==> config.mk <==
export PLATFORM = sky130hd
export DESIGN_NAME = sequencer_flat
export DESIGN_NICKNAME = d
export VERILOG_FILES = /design/src/rtl/sequencer_if.sv /design/src/rtl/sequencer.sv /design/src/flat_wrapper.sv
export SDC_FILE = /design/constraint.sdc
export NUM_CORES = 1
export LEC_CHECK = 0
export BUFFER_PORTS_ARGS = -buffer_cell sky130_fd_sc_hd__buf_2
export CAP_MARGIN = 10
export CORE_AREA = 2 2 39 41
export CTS_BUF_LIST = sky130_fd_sc_hd__clkbuf_4 sky130_fd_sc_hd__clkbuf_8 sky130_fd_sc_hd__clkbuf_16
export DETAILED_ROUTE_END_ITERATION = 8
export DIE_AREA = 0 0 41 43
export PLACE_DENSITY_LB_ADDON = 0.05
export SETUP_SLACK_MARGIN = 0.5
export SYNTH_ARGS = -nofsm -noshare
export SYNTH_HDL_FRONTEND = slang
export SYNTH_SLANG_ARGS = --single-unit
==> constraint.sdc <==
create_clock -name clock -period 1.18 [get_ports clock]
set_clock_uncertainty 0.1 [all_clocks]
set_input_delay 0.118 -clock clock [delete_from_list [all_inputs] [get_ports clock]]
set_output_delay 0.118 -clock clock [all_outputs]
set_load 0.03 [all_outputs]
==> src/rtl/sequencer_if.sv <==
// ============================================================================
// Module   : sequencer_if
// Brief    : Control/status bundle between the sequencer and the datapath.
// Revision : 1.0
// ============================================================================
`default_nettype none

interface sequencer_if #(
  parameter int OP_W = 3
);
  logic [OP_W-1:0] op;
  logic            z_flag;
  logic            mem_ready;
  logic            ACC_bus;
  logic            load_ACC;
  logic            ALU_ACC;
  logic            ALU_add;
  logic            ALU_sub;
  logic            ALU_xor;
  logic            PC_bus;
  logic            load_PC;
  logic            INC_PC;
  logic            load_IR;
  logic            Addr_bus;
  logic            load_MAR;
  logic            load_MDR;
  logic            MDR_bus;
  logic            CS;
  logic            R_NW;
  logic            halted;

  modport master (
    input  op, z_flag, mem_ready,
    output ACC_bus, load_ACC, ALU_ACC, ALU_add, ALU_sub, ALU_xor,
           PC_bus, load_PC, INC_PC, load_IR, Addr_bus,
           load_MAR, load_MDR, MDR_bus, CS, R_NW, halted
  );

  modport slave (
    output op, z_flag, mem_ready,
    input  ACC_bus, load_ACC, ALU_ACC, ALU_add, ALU_sub, ALU_xor,
           PC_bus, load_PC, INC_PC, load_IR, Addr_bus,
           load_MAR, load_MDR, MDR_bus, CS, R_NW, halted
  );
endinterface

`default_nettype wire

==> src/rtl/sequencer.sv <==
// ============================================================================
// Module   : sequencer
// Brief    : Fetch/decode/execute control FSM for a single-accumulator CPU.
// Revision : 1.0
// ============================================================================
`default_nettype none

module sequencer #(
  parameter int OP_W = 3
) (
  input  logic       clock,
  input  logic       n_reset,
  sequencer_if.master bus
);

  localparam logic [OP_W-1:0] c_OP_LOAD  = 3'b000;
  localparam logic [OP_W-1:0] c_OP_STORE = 3'b001;
  localparam logic [OP_W-1:0] c_OP_ADD   = 3'b010;
  localparam logic [OP_W-1:0] c_OP_SUB   = 3'b011;
  localparam logic [OP_W-1:0] c_OP_XOR   = 3'b100;
  localparam logic [OP_W-1:0] c_OP_BNE   = 3'b101;
  localparam logic [OP_W-1:0] c_OP_BEQ   = 3'b110;
  localparam logic [OP_W-1:0] c_OP_HALT  = 3'b111;

  typedef enum logic [2:0] {
    S_FETCH_ADDR = 3'd0,
    S_FETCH_MEM  = 3'd1,
    S_DECODE     = 3'd2,
    S_EXEC_ADDR  = 3'd3,
    S_EXEC_MEM   = 3'd4,
    S_WRITE      = 3'd5,
    S_EXEC_ALU   = 3'd6,
    S_HALT       = 3'd7
  } state_t;

  state_t          r_state;
  state_t          w_next_state;
  logic [OP_W-1:0] w_op;

  assign w_op = bus.op;

  // Async reset parks the FSM in FETCH_ADDR so outputs follow at once.
  always_ff @(posedge clock or negedge n_reset) begin
    if (!n_reset) begin
      r_state <= S_FETCH_ADDR;
    end else begin
      r_state <= w_next_state;
    end
  end

  always_comb begin
    w_next_state = r_state;
    bus.ACC_bus  = 1'b0;
    bus.load_ACC = 1'b0;
    bus.ALU_ACC  = 1'b0;
    bus.ALU_add  = 1'b0;
    bus.ALU_sub  = 1'b0;
    bus.ALU_xor  = 1'b0;
    bus.PC_bus   = 1'b0;
    bus.load_PC  = 1'b0;
    bus.INC_PC   = 1'b0;
    bus.load_IR  = 1'b0;
    bus.Addr_bus = 1'b0;
    bus.load_MAR = 1'b0;
    bus.load_MDR = 1'b0;
    bus.MDR_bus  = 1'b0;
    bus.CS       = 1'b0;
    bus.R_NW     = 1'b0;
    bus.halted   = 1'b0;

    case (r_state)
      S_FETCH_ADDR: begin
        bus.PC_bus   = 1'b1;
        bus.load_MAR = 1'b1;
        bus.INC_PC   = 1'b1;
        w_next_state = S_FETCH_MEM;
      end
      S_FETCH_MEM: begin
        bus.CS   = 1'b1;
        bus.R_NW = 1'b1;
        if (bus.mem_ready) begin
          bus.load_MDR = 1'b1;
          w_next_state = S_DECODE;
        end
      end
      S_DECODE: begin
        bus.MDR_bus  = 1'b1;
        bus.load_IR  = 1'b1;
        w_next_state = S_EXEC_ADDR;
      end
      S_EXEC_ADDR: begin
        bus.Addr_bus = 1'b1;
        case (w_op)
          c_OP_BNE: begin
            bus.load_PC  = ~bus.z_flag;
            w_next_state = S_FETCH_ADDR;
          end
          c_OP_BEQ: begin
            bus.load_PC  = bus.z_flag;
            w_next_state = S_FETCH_ADDR;
          end
          c_OP_HALT: begin
            w_next_state = S_HALT;
          end
          default: begin
            bus.load_MAR = 1'b1;
            w_next_state = S_EXEC_MEM;
          end
        endcase
      end
      S_EXEC_MEM: begin
        // STORE stages the accumulator into MDR; no memory cycle yet.
        if (w_op == c_OP_STORE) begin
          bus.ACC_bus  = 1'b1;
          bus.load_MDR = 1'b1;
          w_next_state = S_WRITE;
        end else begin
          bus.CS   = 1'b1;
          bus.R_NW = 1'b1;
          if (bus.mem_ready) begin
            bus.load_MDR = 1'b1;
            w_next_state = S_EXEC_ALU;
          end
        end
      end
      S_WRITE: begin
        bus.CS = 1'b1;
        if (bus.mem_ready) begin
          w_next_state = S_FETCH_ADDR;
        end
      end
      S_EXEC_ALU: begin
        bus.MDR_bus  = 1'b1;
        bus.load_ACC = 1'b1;
        bus.ALU_ACC  = (w_op != c_OP_LOAD);
        bus.ALU_add  = (w_op == c_OP_ADD);
        bus.ALU_sub  = (w_op == c_OP_SUB);
        bus.ALU_xor  = (w_op == c_OP_XOR);
        w_next_state = S_FETCH_ADDR;
      end
      S_HALT: begin
        bus.halted = 1'b1;
      end
      default: begin
        w_next_state = S_FETCH_ADDR;
      end
    endcase
  end

endmodule

`default_nettype wire

==> src/flat_wrapper.sv <==
// flat-port wrapper written by rule: the top's interface ports become plain ports
module sequencer_flat 
#(
  parameter int OP_W = 3
)
  (clock, n_reset, bus_op, bus_z_flag, bus_mem_ready, bus_ACC_bus, bus_load_ACC, bus_ALU_ACC, bus_ALU_add, bus_ALU_sub, bus_ALU_xor, bus_PC_bus, bus_load_PC, bus_INC_PC, bus_load_IR, bus_Addr_bus, bus_load_MAR, bus_load_MDR, bus_MDR_bus, bus_CS, bus_R_NW, bus_halted);
  sequencer_if #(.OP_W(OP_W)) bus_i ();
  input  logic clock;
  input  logic n_reset;
  input wire logic [$bits(bus_i.op)-1:0] bus_op;
  input wire logic [$bits(bus_i.z_flag)-1:0] bus_z_flag;
  input wire logic [$bits(bus_i.mem_ready)-1:0] bus_mem_ready;
  output wire logic [$bits(bus_i.ACC_bus)-1:0] bus_ACC_bus;
  output wire logic [$bits(bus_i.load_ACC)-1:0] bus_load_ACC;
  output wire logic [$bits(bus_i.ALU_ACC)-1:0] bus_ALU_ACC;
  output wire logic [$bits(bus_i.ALU_add)-1:0] bus_ALU_add;
  output wire logic [$bits(bus_i.ALU_sub)-1:0] bus_ALU_sub;
  output wire logic [$bits(bus_i.ALU_xor)-1:0] bus_ALU_xor;
  output wire logic [$bits(bus_i.PC_bus)-1:0] bus_PC_bus;
  output wire logic [$bits(bus_i.load_PC)-1:0] bus_load_PC;
  output wire logic [$bits(bus_i.INC_PC)-1:0] bus_INC_PC;
  output wire logic [$bits(bus_i.load_IR)-1:0] bus_load_IR;
  output wire logic [$bits(bus_i.Addr_bus)-1:0] bus_Addr_bus;
  output wire logic [$bits(bus_i.load_MAR)-1:0] bus_load_MAR;
  output wire logic [$bits(bus_i.load_MDR)-1:0] bus_load_MDR;
  output wire logic [$bits(bus_i.MDR_bus)-1:0] bus_MDR_bus;
  output wire logic [$bits(bus_i.CS)-1:0] bus_CS;
  output wire logic [$bits(bus_i.R_NW)-1:0] bus_R_NW;
  output wire logic [$bits(bus_i.halted)-1:0] bus_halted;
  assign bus_i.op = bus_op;
  assign bus_i.z_flag = bus_z_flag;
  assign bus_i.mem_ready = bus_mem_ready;
  assign bus_ACC_bus = bus_i.ACC_bus;
  assign bus_load_ACC = bus_i.load_ACC;
  assign bus_ALU_ACC = bus_i.ALU_ACC;
  assign bus_ALU_add = bus_i.ALU_add;
  assign bus_ALU_sub = bus_i.ALU_sub;
  assign bus_ALU_xor = bus_i.ALU_xor;
  assign bus_PC_bus = bus_i.PC_bus;
  assign bus_load_PC = bus_i.load_PC;
  assign bus_INC_PC = bus_i.INC_PC;
  assign bus_load_IR = bus_i.load_IR;
  assign bus_Addr_bus = bus_i.Addr_bus;
  assign bus_load_MAR = bus_i.load_MAR;
  assign bus_load_MDR = bus_i.load_MDR;
  assign bus_MDR_bus = bus_i.MDR_bus;
  assign bus_CS = bus_i.CS;
  assign bus_R_NW = bus_i.R_NW;
  assign bus_halted = bus_i.halted;
  sequencer #(.OP_W(OP_W)) u_core (.clock(clock), .n_reset(n_reset), .bus(bus_i));
endmodule
==> run summary, run 1 <==
Transition time at the pin with the least slew margin: 0.3782 ns
Clock latency on the worst-skew pair: 0.23 ns
Number of cell rows: 14
Via count: 548
Cell accounting for the most synthesized area: dfrtp_1
Number of clock buffers inserted by TritonCTS: 3
Startpoint class of the critical path: flop
Worst reg2reg path depth: 7
# IOs: 24
Total nets after synthesis: 60
Number of unique standard cell types used by synthesis: 27
Top cell type's share of synthesized area: 0.1802
Number of H-tree levels: 1
Largest net degree at the start of global routing: 10
Inst Count DP: 106
Number of buffers between clock root and the deepest sink: 2
Arrival time reported for the critical path endpoint: 1.31 ns
Remaining antenna violation count: 0
Vertical die dimension: 43 µm
Minimum setup slack in the final design: -0.3518 ns
Post-detailed-route via-to-cell ratio: 4.724
Power density relative to cell area: 2654 nW/µm²
Static Leak: 0.4845 nW
Source of the worst register-to-register timing path: u_core.r_state[0]
Worst voltage drop across the vdd grid: 0.001714 V
Fill cells: 102
Required time at the worst-slack endpoint: 0.96 ns
Most common cell after layout, fill and taps aside: buf_6
Finished Core Util: 0.7477
Cell count after synthesis: 53
Port bufs: 23
Area of the core: 1384 µm²
Drt initial violations: 10
Total congestion overflow: 0
Total area of sequential cells: 76.32 µm²
Violations in the final reports: setup timing
Routability Congestion: 0.7576
Die Outline Area: 1763 µm²
Via count of the first global-routing pass: 511
Clock root buffer: clkbuf_4
Run status: finished, violations left
Number of hold-slack violations in the final timing report: 0
Remaining max-slew budget at the tightest pin: 0.7473
First-pass GRT wire length: 2187 µm
RSZ-0062 raised after global routing: yes
Drt wl/cell: 12.09 µm
Share of the yosys chip area belonging to registers: 0.1802
Timing-limited maximum frequency: 0.6528 GHz
Detailed-routing iteration count for the pre-antenna-repair pass: 2
Flop-to-flop setup slack: -0.18 ns
Most used cells in the layout excluding fill and tap cells: 28 x buf_6, 15 x buf_4, 6 x buf_2
Final Setup Violations: 20
Synthesized area: 416.7 µm²
Clock sink count: 3
Aggregate global-route resource usage: 0.1869
Post-Place Worst Slack: -0.2017 ns
Number of slew-limit violations in the final report: 0
Total power draw: 2.746 mW
Highest fanout seen on the critical path: 4
Number of antenna diodes: 0
Top area cells in the synthesized netlist: dfrtp_1 18%, buf_4 11%, nor4b_1 6.3%
Kind of critical path: reg2out
Avg Inst Size Synth: 7.861 µm²
Proportion of layout cells with a drive suffix above 1: 0.8100
Number of synthesis warnings: 0
Clk slew on worst S/H paths: 0.03 ns
Relative area change from synthesis to final layout: 148.3%
Count of non-filler cells in the finished layout: 116
Starting utilization of the core area: 0.3011
Area of the multi-input gates: 436.7 µm²
Hold Crit Class: in2async
Number of violations of the max-capacitance limit: 0
Count of nets after finishing: 108
Die boundary width: 41 µm
DRC Markers: 0
Minimum period implied by the final worst setup slack: 1.532 ns
Kind of end point of the critical path: output port
Max FFs per register: 3
Most flop-heavy register: u_core.r_state
TritonCTS clock tree: yes
Fin crit share: 1.298
Worst r2r dst: u_core.r_state[0]
Estimated wirelength of the detail-placed design: 986.4 µm
Sum of routed wire length over all layers: 1402 µm
Registers with the most flip-flops: u_core.r_state x3
Antenna violations before repair: 0
Yosys reg bits: 3
synth_stat cells:
cell / n
a211oi_2: 1
a21boi_0: 2
a21o_1: 1
a21oi_1: 3
and3_1: 1
and3_2: 1
and3b_1: 1
and4bb_2: 1
buf_4: 6
buf_6: 1
dfrtp_1: 3
inv_1: 1
nand2_1: 4
nand2b_1: 1
nand3_1: 1
nand3b_1: 1
nor2_1: 5
nor2b_1: 3
nor2b_4: 1
nor3_1: 2
nor3b_1: 2
nor4b_1: 3
o21a_1: 2
o21ai_0: 3
o32a_1: 1
or3b_4: 1
xor2_1: 1
critical path, cell delays in order, from the launching register on:
cell,delay [ns]
dfrtp_1,0.40
nor2b_4,0.16
nand2_4,0.09
and4bb_4,0.31
buf_6,0.12
timing repair:
| action | CTS | global route |
|---|---|---|
| hold endpoints to repair | 3 | 0 |
| endpoints found under the setup margin | 20 | 20 |
| gates cloned | 0 | 0 |
| hold buffers | 1 | 0 |
| pin swaps | 6 | 3 |
| setup buffers | 4 | 1 |
| resized for setup | 46 | 14 |
routing by layer:
metal	part of all wire	GRT usage	up-vias	wire length (µm)
met2	0.53	0.3063	14	741
met5	0	0	-	0
met4	0	0.1000	0	0
met3	0.032	0.03141	0	45
met1	0.44	0.2161	255	616
li1	-	-	279	-
worst max-delay path by stage:
stage	from	endpoint	slack [ns]	cells after the start
after CTS	u_core.r_state[0]	bus_load_MAR	-0.38	5
after global placement	u_core.r_state[1]	u_core.r_state[1]	-0.21	3
after detailed placement	u_core.r_state[1]	bus_load_MAR	-0.20	4
after global routing	u_core.r_state[0]	bus_load_MDR	-0.43	5
after floorplan	u_core.r_state[2]	bus_ALU_xor	-0.27	4
final	u_core.r_state[0]	bus_ALU_sub	-0.35	4
stage by stage:
stage | hold slack (ns) | TNS, ns | cell area [µm²]
after floorplan | -0.2776 | -1.812 | 540.5
after global placement | -0.1827 | -2.311 | 762.0
after detailed placement | -0.1845 | -2.439 | 762.0
after CTS | 0.1064 | -5.687 | 974.7
after global routing | 0.1155 | -6.710 | 1035
final | 0.1150 | -5.340 | 1035
cell families after synthesis:
kind of cell    synth area share
compound gates            0.2162
xor+xnor                 0.02102
buf+inv                   0.1441
flops                     0.1802
simple gates              0.4384
where the power goes:
part           switching, mW  internal (mW)
Clock                 0.0496          0.149
Sequential            0.0813          0.162
Combinational           1.10           1.20
area by class of cell:
cell class,instances,share of cell area
Inverter,1,0.003628
Multi-Input combinational cell,42,0.4220
Tap cell,16,0.01935
Timing Repair Buffer,50,0.4522
Sequential cell,3,0.07376
Clock buffer,4,0.02902
Note: power is estimated with default switching activity, not from simulation.
==> run 2, diff against run 1 <==
Settings changed: CTS_BUF_LIST sky130_fd_sc_hd__clkbuf_4 sky130_fd_sc_hd__clkbuf_8 sky130_fd_sc_hd__clkbuf_16 to not set.
==> run summary, run 2 (same netlist as run 1, synthesis figures left out) <==
Flop-to-flop setup slack: -0.18 ns
Aggregate global-route resource usage: 0.1869
TritonCTS clock tree: yes
Post-detailed-route via-to-cell ratio: 4.733
Antenna violations before repair: 0
Via count of the first global-routing pass: 511
Transition time at the pin with the least slew margin: 0.3782 ns
DRC Markers: 0
Registers with the most flip-flops: u_core.r_state x3
Required time at the worst-slack endpoint: 0.96 ns
Kind of end point of the critical path: output port
Number of hold-slack violations in the final timing report: 0
First-pass GRT wire length: 2187 µm
Worst r2r dst: u_core.r_state[0]
Ordered cell list for the critical path: nor2b_4 -> nand2_4 -> and4bb_4 -> buf_6
Via count: 549
Sw Share: 0.4526
Static Leak: 0.4811 nW
Number of antenna diodes: 0
Number of H-tree levels: 1
Minimum period implied by the final worst setup slack: 1.532 ns
Number of clock buffers inserted by TritonCTS: 3
Starting utilization of the core area: 0.3011
Sum of routed wire length over all layers: 1400 µm
Number of cell rows: 14
Timing-limited maximum frequency: 0.6529 GHz
Startpoint class of the critical path: flop
Arrival time reported for the critical path endpoint: 1.31 ns
Total power draw: 2.723 mW
Die boundary width: 41 µm
Combinational Power Share: 0.846
Clock sink count: 3
Most used cells in the layout excluding fill and tap cells: 28 x buf_6, 15 x buf_4, 6 x buf_2
Source of the worst register-to-register timing path: u_core.r_state[0]
Sequential power share: 0.089
RSZ-0062 raised after global routing: yes
Largest net degree at the start of global routing: 10
Max FFs per register: 3
Minimum setup slack in the final design: -0.3517 ns
Count of nets after finishing: 108
Highest fanout seen on the critical path: 4
Drt wl/cell: 12.07 µm
Routability Congestion: 0.7576
Clock root buffer: clkbuf_4
Port bufs: 23
Number of slew-limit violations in the final report: 0
Remaining antenna violation count: 0
Remaining max-slew budget at the tightest pin: 0.7473
Maximum cell stage delay along the critical path: 0.40 ns
Total congestion overflow: 0
Number of buffers between clock root and the deepest sink: 2
Worst voltage drop across the vdd grid: 0.001714 V
Relative area change from synthesis to final layout: 147.4%
Run status: finished, violations left
Kind of critical path: reg2out
Library cell contributing the largest single delay on the critical path: dfrtp_1
Detailed-routing iteration count for the pre-antenna-repair pass: 2
Power density relative to cell area: 2641 nW/µm²
Clk slew on worst S/H paths: 0.03 ns
Switching pwr: 1.233 mW
Worst reg2reg path depth: 7
Most flop-heavy register: u_core.r_state
Vertical die dimension: 43 µm
Estimated wirelength of the detail-placed design: 986.4 µm
Most common cell after layout, fill and taps aside: buf_6
Hold Crit Class: in2async
Total negative slack: -5.335 ns
Fin crit share: 1.298
Violations in the final reports: setup timing
Clock latency on the worst-skew pair: 0.23 ns
Number of violations of the max-capacitance limit: 0
Proportion of layout cells with a drive suffix above 1: 0.8000
Worst Hold Margin: 0.1151 ns
Area of the core: 1384 µm²
Share of power burned in the clock network: 0.065
# IOs: 24
Post-Place Worst Slack: -0.2017 ns
Final Setup Violations: 20
Die Outline Area: 1763 µm²
Drt initial violations: 10
Internal power of the cells: 1.491 mW
==> run 2: worst max path at each step <==
stage	to	cells past startpoint	startpoint
after floorplan	bus_ALU_xor	4	u_core.r_state[2]
after global placement	u_core.r_state[1]	3	u_core.r_state[1]
after detailed placement	bus_load_MAR	4	u_core.r_state[1]
after CTS	bus_load_MAR	5	u_core.r_state[0]
after global routing	bus_load_MDR	5	u_core.r_state[0]
final	bus_ALU_sub	4	u_core.r_state[0]
==> run 2: cell type report <==
class	instances	area (µm²)
Fill cell	101	352.8
Sequential cell	3	76.32
Timing Repair Buffer	50	467.9
Inverter	1	3.754
Multi-Input combinational cell	42	436.7
Tap cell	16	20.02
Clock buffer	4	26.28
==> run 2: power groups by stage <==
stage | combinational (mW) | sequential (mW) | clock [mW]
5_1_grt | 2.44 | 0.250 | 0.206
6_report | 2.30 | 0.243 | 0.176
4_1_cts | 2.15 | 0.240 | 0.188
3_5_place_dp | 1.65 | 0.236 | 0
3_3_place_gp | 1.66 | 0.232 | 0
2_1_floorplan | 1.25 | 0.199 | 0
==> run 2: stage by stage <==
stage | area (µm²) | util | std cells
after floorplan | 540.5 | - | 53
after global placement | 762.0 | 0.5506 | 106
after detailed placement | 762.0 | 0.5506 | 106
after CTS | 970.9 | 0.7016 | 115
after global routing | 1031 | 0.7450 | 116
final | 1031 | 0.7450 | 116
==> run 2: critical path: cells and delay by family (launching register included) <==
family / cells / cell delay, ns
simple gates: 3 / 0.56
flops: 1 / 0.40
buf+inv: 1 / 0.12
==> run 2: layer usage <==
metal	global-route usage	up-vias	wire length, µm
li1	-	279	-
met1	0.2161	256	616
met2	0.3063	14	738
met3	0.03141	0	45
met4	0.1000	0	0
met5	0	-	0
==> run 2: timing repair <==
item | CTS | global route
hold endpoints to repair | 3 | 0
setup endpoints to repair | 20 | 20
pin swaps | 6 | 3
hold buffers | 1 | 0
resized for setup | 46 | 14
buffers inserted | 4 | 1
